File: src/rtl/inj_scan_sequencer.sv
// Injection scan sequencer: issues N gated charge-injection pulses at a programmable
// period, with TDC gate margins, readout back-pressure and clean abort handling.
module inj_scan_sequencer #(
  parameter int CNT_WIDTH    = 16,
  parameter int PERIOD_WIDTH = 16,
  parameter int PHASE_WIDTH  = 8
) (
  input  logic                    CLK40,
  input  logic                    nRST,
  input  logic                    START,
  input  logic                    STOP,
  input  logic                    HOLD,
  input  logic [CNT_WIDTH-1:0]    N_PULSES,
  input  logic [PERIOD_WIDTH-1:0] PERIOD,
  input  logic [PERIOD_WIDTH-1:0] INIT_DELAY,
  input  logic [PHASE_WIDTH-1:0]  GATE_PRE,
  input  logic [PHASE_WIDTH-1:0]  WIDTH,
  input  logic [PHASE_WIDTH-1:0]  GATE_POST,
  output logic                    INJ_PULSE,
  output logic                    GATE_TDC,
  output logic                    BUSY,
  output logic                    DONE,
  output logic                    ABORTED,
  output logic [CNT_WIDTH-1:0]    PULSE_CNT
);

  // Offset counter must hold both the period and a full gate window (3 phases).
  localparam int OW = ((PERIOD_WIDTH > PHASE_WIDTH + 2) ? PERIOD_WIDTH : PHASE_WIDTH + 2) + 1;

  typedef enum logic [2:0] {IDLE, DELAY, ARM, PRE, PULSE, POST, GAP} state_t;

  state_t               state, state_nx;
  logic [OW-1:0]        off, off_nx, n;
  logic [CNT_WIDTH-1:0] cnt_nx, npulse_r;
  logic [OW-1:0]        pre_r, prew_r, win_r, per_r, dly_r;
  logic [OW-1:0]        pre_in, w_in, prew_in, win_in, per_in;
  logic [OW-1:0]        l_pre, l_prew, l_win;
  logic                 stop_pend, stop_pend_nx, aborted_nx;
  logic                 start_ok;

  // Window boundaries derived from the raw config inputs; only used at START acceptance.
  always_comb begin
    pre_in  = OW'(GATE_PRE);
    w_in    = (WIDTH == '0) ? OW'(1) : OW'(WIDTH);
    prew_in = pre_in + w_in;
    win_in  = prew_in + OW'(GATE_POST);
    per_in  = (OW'(PERIOD) > win_in) ? OW'(PERIOD) : win_in + OW'(1);
  end

  assign start_ok = (state == IDLE) && START && !STOP;

  // A zero-delay start launches the gate in the same edge, before config is registered.
  always_comb begin
    l_pre  = start_ok ? pre_in  : pre_r;
    l_prew = start_ok ? prew_in : prew_r;
    l_win  = start_ok ? win_in  : win_r;
  end

  function automatic state_t phase_of(input logic [OW-1:0] o, input logic [OW-1:0] p,
                                      input logic [OW-1:0] pw, input logic [OW-1:0] w);
    if (o < p)       return PRE;
    else if (o < pw) return PULSE;
    else if (o < w)  return POST;
    else             return GAP;
  endfunction

  always_comb begin
    state_nx     = state;
    off_nx       = off;
    cnt_nx       = PULSE_CNT;
    stop_pend_nx = stop_pend;
    aborted_nx   = ABORTED;
    n            = off + OW'(1);
    unique case (state)
      IDLE: begin
        if (start_ok) begin
          cnt_nx       = '0;
          aborted_nx   = 1'b0;
          stop_pend_nx = 1'b0;
          off_nx       = '0;
          if (INIT_DELAY != '0) state_nx = DELAY;
          else if (HOLD)        state_nx = ARM;
          else                  state_nx = phase_of('0, l_pre, l_prew, l_win);
        end
      end
      DELAY, ARM, GAP: begin
        if (STOP) begin
          state_nx   = IDLE;
          aborted_nx = 1'b1;
        end else if ((state == ARM) || (state == DELAY && n == dly_r) ||
                     (state == GAP && n == per_r)) begin
          // Period boundary: the ARM decision is resolved in the same edge.
          off_nx   = '0;
          state_nx = HOLD ? ARM : phase_of('0, l_pre, l_prew, l_win);
        end else begin
          off_nx = n;
        end
      end
      PRE, PULSE, POST: begin
        if (state == PULSE && n >= prew_r) cnt_nx = PULSE_CNT + CNT_WIDTH'(1);
        if (state != PRE) stop_pend_nx = stop_pend | STOP;
        if (state == PRE && STOP) begin
          state_nx   = IDLE;
          aborted_nx = 1'b1;
        end else if (n < win_r) begin
          off_nx   = n;
          state_nx = phase_of(n, pre_r, prew_r, win_r);
        end else if (stop_pend_nx) begin
          state_nx   = IDLE;
          aborted_nx = 1'b1;
        end else if (npulse_r != '0 && cnt_nx == npulse_r) begin
          state_nx = IDLE;
        end else begin
          off_nx   = n;
          state_nx = GAP;
        end
      end
      default: state_nx = IDLE;
    endcase
  end

  always_ff @(posedge CLK40 or negedge nRST) begin
    if (!nRST) begin
      state     <= IDLE;
      off       <= '0;
      stop_pend <= 1'b0;
      INJ_PULSE <= 1'b0;
      GATE_TDC  <= 1'b0;
      BUSY      <= 1'b0;
      DONE      <= 1'b0;
      ABORTED   <= 1'b0;
      PULSE_CNT <= '0;
    end else begin
      state     <= state_nx;
      off       <= off_nx;
      stop_pend <= stop_pend_nx;
      INJ_PULSE <= (state_nx == PULSE);
      GATE_TDC  <= (state_nx == PRE) || (state_nx == PULSE) || (state_nx == POST);
      BUSY      <= (state_nx != IDLE);
      DONE      <= (state != IDLE) && (state_nx == IDLE);
      ABORTED   <= aborted_nx;
      PULSE_CNT <= cnt_nx;
    end
  end

  always_ff @(posedge CLK40 or negedge nRST) begin
    if (!nRST) begin
      npulse_r <= '0;
      pre_r    <= '0;
      prew_r   <= '0;
      win_r    <= '0;
      per_r    <= '0;
      dly_r    <= '0;
    end else if (start_ok) begin
      npulse_r <= N_PULSES;
      pre_r    <= pre_in;
      prew_r   <= prew_in;
      win_r    <= win_in;
      per_r    <= per_in;
      dly_r    <= OW'(INIT_DELAY);
    end
  end

endmodule

File: config.mk
export PLATFORM = sky130hd
export DESIGN_NAME = inj_scan_sequencer
export DESIGN_NICKNAME = d
export VERILOG_FILES = /design/src/rtl/inj_scan_sequencer.sv
export SDC_FILE = /design/constraint.sdc
export NUM_CORES = 1
export LEC_CHECK = 0
export CORE_MARGIN = 2
export CORE_UTILIZATION = 45
export CTS_CLUSTER_SIZE = 16
export DETAILED_ROUTE_END_ITERATION = 8
export PLACE_DENSITY = 0.76
export SLEW_MARGIN = 20
export SYNTH_ARGS = -nofsm -noshare
export SYNTH_HDL_FRONTEND = slang
export SYNTH_SLANG_ARGS = --single-unit
File: constraint.sdc
create_clock -name CLK40 -period 9.5 [get_ports CLK40]
set_clock_uncertainty 0.1 [all_clocks]
set_input_delay 1.9 -clock CLK40 [delete_from_list [all_inputs] [get_ports CLK40]]
set_output_delay 1.9 -clock CLK40 [all_outputs]
set_load 0.005 [all_outputs]
==> results.md <==
* Max Slew Vio Count at 0
* YS warnings at 0
* # IOs at just under 100
* Post-CTS Hold Buffers at 0
* Net Switching at ~0.74 mW
* Switch share at 0.336
* R2R depth at 17
* Crit path DAT at between 7 and 8 ns
* RR Startpoint: off[0]
* TNS Setup at 0 ns
* Most area-hungry cell type in the Yosys netlist: dfrtp_1
* Main synth FF type: dfrtp_1
* Post-Syn Instances at 1201
* CTS tree: built
* Clk Latency, worst-skew pair at 0.43 ns
* Top post-synthesis cells by area: dfrtp_1 35%, ha_1 9.8%, nand2_1 7.7%, xnor2_1 4.3%, o21ai_0 3.9%
* CP max-delay cell: nor4_2
* Initial detailed-routing violation count at between 700 and 800
* Slowest stage delay, CP at 0.53 ns
* Critical Path Sink Type: flip-flop
* Clock power share at 0.333
* Syn Area/Cell at between 8 and 9 µm²
* Row count at 54
* CP startpoint kind: primary input
* DR vias at between 9000 and 10000
* Final HPWL DP at between 20000 and 25000 µm
* Die area at between 20000 and 25000 µm²
* Hold WC Path Type: flip-flop to flip-flop
* CTS buffer count at 17
* Vias in the first global route at around 9000
* Comb power frac at 0.301
* Largest net degree at the start of global routing at between 90 and 100
* Share of the synthesized area in the top cell type at 0.349
* Buffers on Ports at between 90 and 100
* Initial core utilization at 0.461
* Yosys cell types at slightly above 80
* Critical path peak fanout at 7
* Core ar. at ~22000 µm²
* WHS Endpoint: dly_r[9]
* GRT Util Overall at 0.247
* Initial antenna violation count at 0
* Ys async rst share at 1.00
* Clock Root Buffer: clkbuf_16
* Die W at between 150 and 200 µm
* H-tree levels at 4
* Slew HR at 0.258
* Flops & latches, synth at 141
* Clock slew at reported path FFs at 0.06 ns
* Vias per inst at approximately 6
* Clock buffer depth at 2
* Final setup vio count at 0
* Final routed DRC violation total at 0
* WL final at 28900 µm
* Status: finished clean
* Die height at 154 µm
* R2r setup slk at approximately 2.2 ns
* Tcrit/Tclk final at 0.790
* Hold path start: dly_r[9]
* Hold path cells at 2
* Lkg Pwr at approximately 5.4 nW
* CTS-repair resized insts at 0
* Min Tclk post-route at around 7.5 ns
* Layout cells sized above 1 at 0.0510
* DRT Pass-1 Iters at 5
* Sequential power share at 0.365
* GRT overflow at 0
* Sequential fraction of the synthesis area at 0.349
* Final Core Density at 0.542
* Max cap viols at 0
* GP Congestion at around 1.0
* Post-CTS Setup Inserts at 0
* Wire length per cell at approximately 19 µm
* Most frequent CP cell: a21o_1
* Internal cell power at approximately 1.5 mW
* Max Fclk at between 100 and 150 MHz
* Pwr dens at approximately 190 nW/µm²
* Synth-to-layout area growth at 17.7%
* Least-Margin Pin Slew at around 1.1 ns
* Syn nets at 1359
* Number of enable flip-flop cells after synthesis at 0
* FF-to-FF End: off[16]
* Nets at roughly 1400
* Clock sink count at between 100 and 150
* WS Path Type: primary input to flip-flop
* Peak VDD IR at 0.135 mV
* Antenna viol nets, final at 0
* Critical Path RT at roughly 9.7 ns
* Post-Syn Area at around 10000 µm²
* RSZ-0062 raised after global routing: no
* Fin. Hold Viols at 0
* Diodes inserted at 0
* First-pass GRT wire length at 46500 µm
-- registers in the layout, summed over array words and instances, names as in the netlist --
signal and cells:
off 17, per_r 16, DONE 1, BUSY 1, prew_r 17, PULSE_CNT 16, GATE_TDC 1, ABORTED 1
stop_pend 1, dly_r 16, state 3, pre_r 17, INJ_PULSE 1, win_r 17, npulse_r 16
-- per-stage QoR --
step | area (µm²) | std cells | hold WS [ns] | power (mW) | worst slack [ns]
after floorplan | 10100 | 1201 | 0.356 | 1.24 | 2.64
after global placement | 11300 | 1525 | 0.379 | 1.44 | 1.86
after detailed placement | 11300 | 1525 | 0.392 | 1.46 | 1.64
after CTS | 11900 | 1555 | 0.405 | 2.20 | 2.05
after global routing | 11900 | 1555 | 0.422 | 2.33 | 1.42
final | 11900 | 1555 | 0.400 | 2.21 | 1.99
-- worst max-delay path by stage --
| stage | from | end | slack, ns |
|---|---|---|---|
| 3_3_place_gp | WIDTH[4] | off[16] | 1.86 |
| 3_5_place_dp | WIDTH[5] | per_r[3] | 1.64 |
| 6_report | WIDTH[5] | per_r[8] | 1.99 |
| 2_1_floorplan | WIDTH[4] | per_r[9] | 2.64 |
| 4_1_cts | WIDTH[5] | per_r[6] | 2.05 |
| 5_1_grt | WIDTH[5] | per_r[6] | 1.42 |
-- synth_stat cells, drive strengths merged, types with 17 or more instances --
master  count
nand3      27
mux2i      23
clkbuf     41
inv        81
ha         79
buf        21
nand2     208
nand4      31
xor2       24
a21oi      45
o21ai      80
a21o       17
xnor2      51
nor4       27
dfrtp     141
nor3       19
nor2       80
-- area by class of cell --
class	count	area (µm²)
fillers	2015	10100
repair buffers	106	1040
well taps	280	350
inverters	81	304
clock inverters	10	189
flip-flops and latches	141	3530
clock buffers	20	457
multi-input cells	917	6040
-- kinds of logic (layout without fill, tap and decap cells) --
family,Yosys count,in the layout,share of synthesized area
multiplexers,29,29,0.0294
AND/OR/NAND/NOR,476,476,0.226
buffers and inverters,143,217,0.0575
flip-flops,141,141,0.349
XOR/XNOR,77,77,0.0704
AO/OA/AOI/OAI,253,253,0.165
adder cells (fa/ha/maj),82,82,0.103
-- layer usage --
| layer | part of all wire | wire length [µm] | up-vias | track usage |
|---|---|---|---|---|
| met5 | 0.0015 | 44 | - | 0.0124 |
| li1 | - | - | 4373 | - |
| met1 | 0.43 | 12400 | 4325 | 0.317 |
| met2 | 0.47 | 13600 | 339 | 0.405 |
| met3 | 0.067 | 1930 | 72 | 0.0609 |
| met4 | 0.031 | 906 | 2 | 0.0921 |
-- power by group through the flow --
stage                     registers, mW  clock network, mW  logic, mW
after floorplan                   0.764                  0      0.477
after global placement            0.808                  0      0.631
after detailed placement          0.812                  0      0.652
after CTS                         0.803              0.741      0.659
after global routing              0.818              0.772      0.742
final                             0.806              0.736      0.665
-- worst max-delay path: cells and delay by family --
family | cells | cell delay (ns)
AOI/OAI and AO/OA | 10 | 1.57
xor gates and xnor gates | 2 | 0.58
adders and majority gates | 4 | 1.21
and+or+nand+nor | 5 | 1.33
muxes | 1 | 0.21
buffers and inverters | 4 | 0.87
-- cells in the final DEF, fill, tap and decap left out, types with 30 or more instances in the layout --
cell	count
ha_1	79
dfrtp_1	141
xnor2_1	50
nor2_1	80
a21oi_1	45
inv_1	81
o21ai_0	78
nand2_1	208
clkdlybuf4s50_1	96
nand4_1	30
No activity file was read; power rests on OpenSTA's default activity.
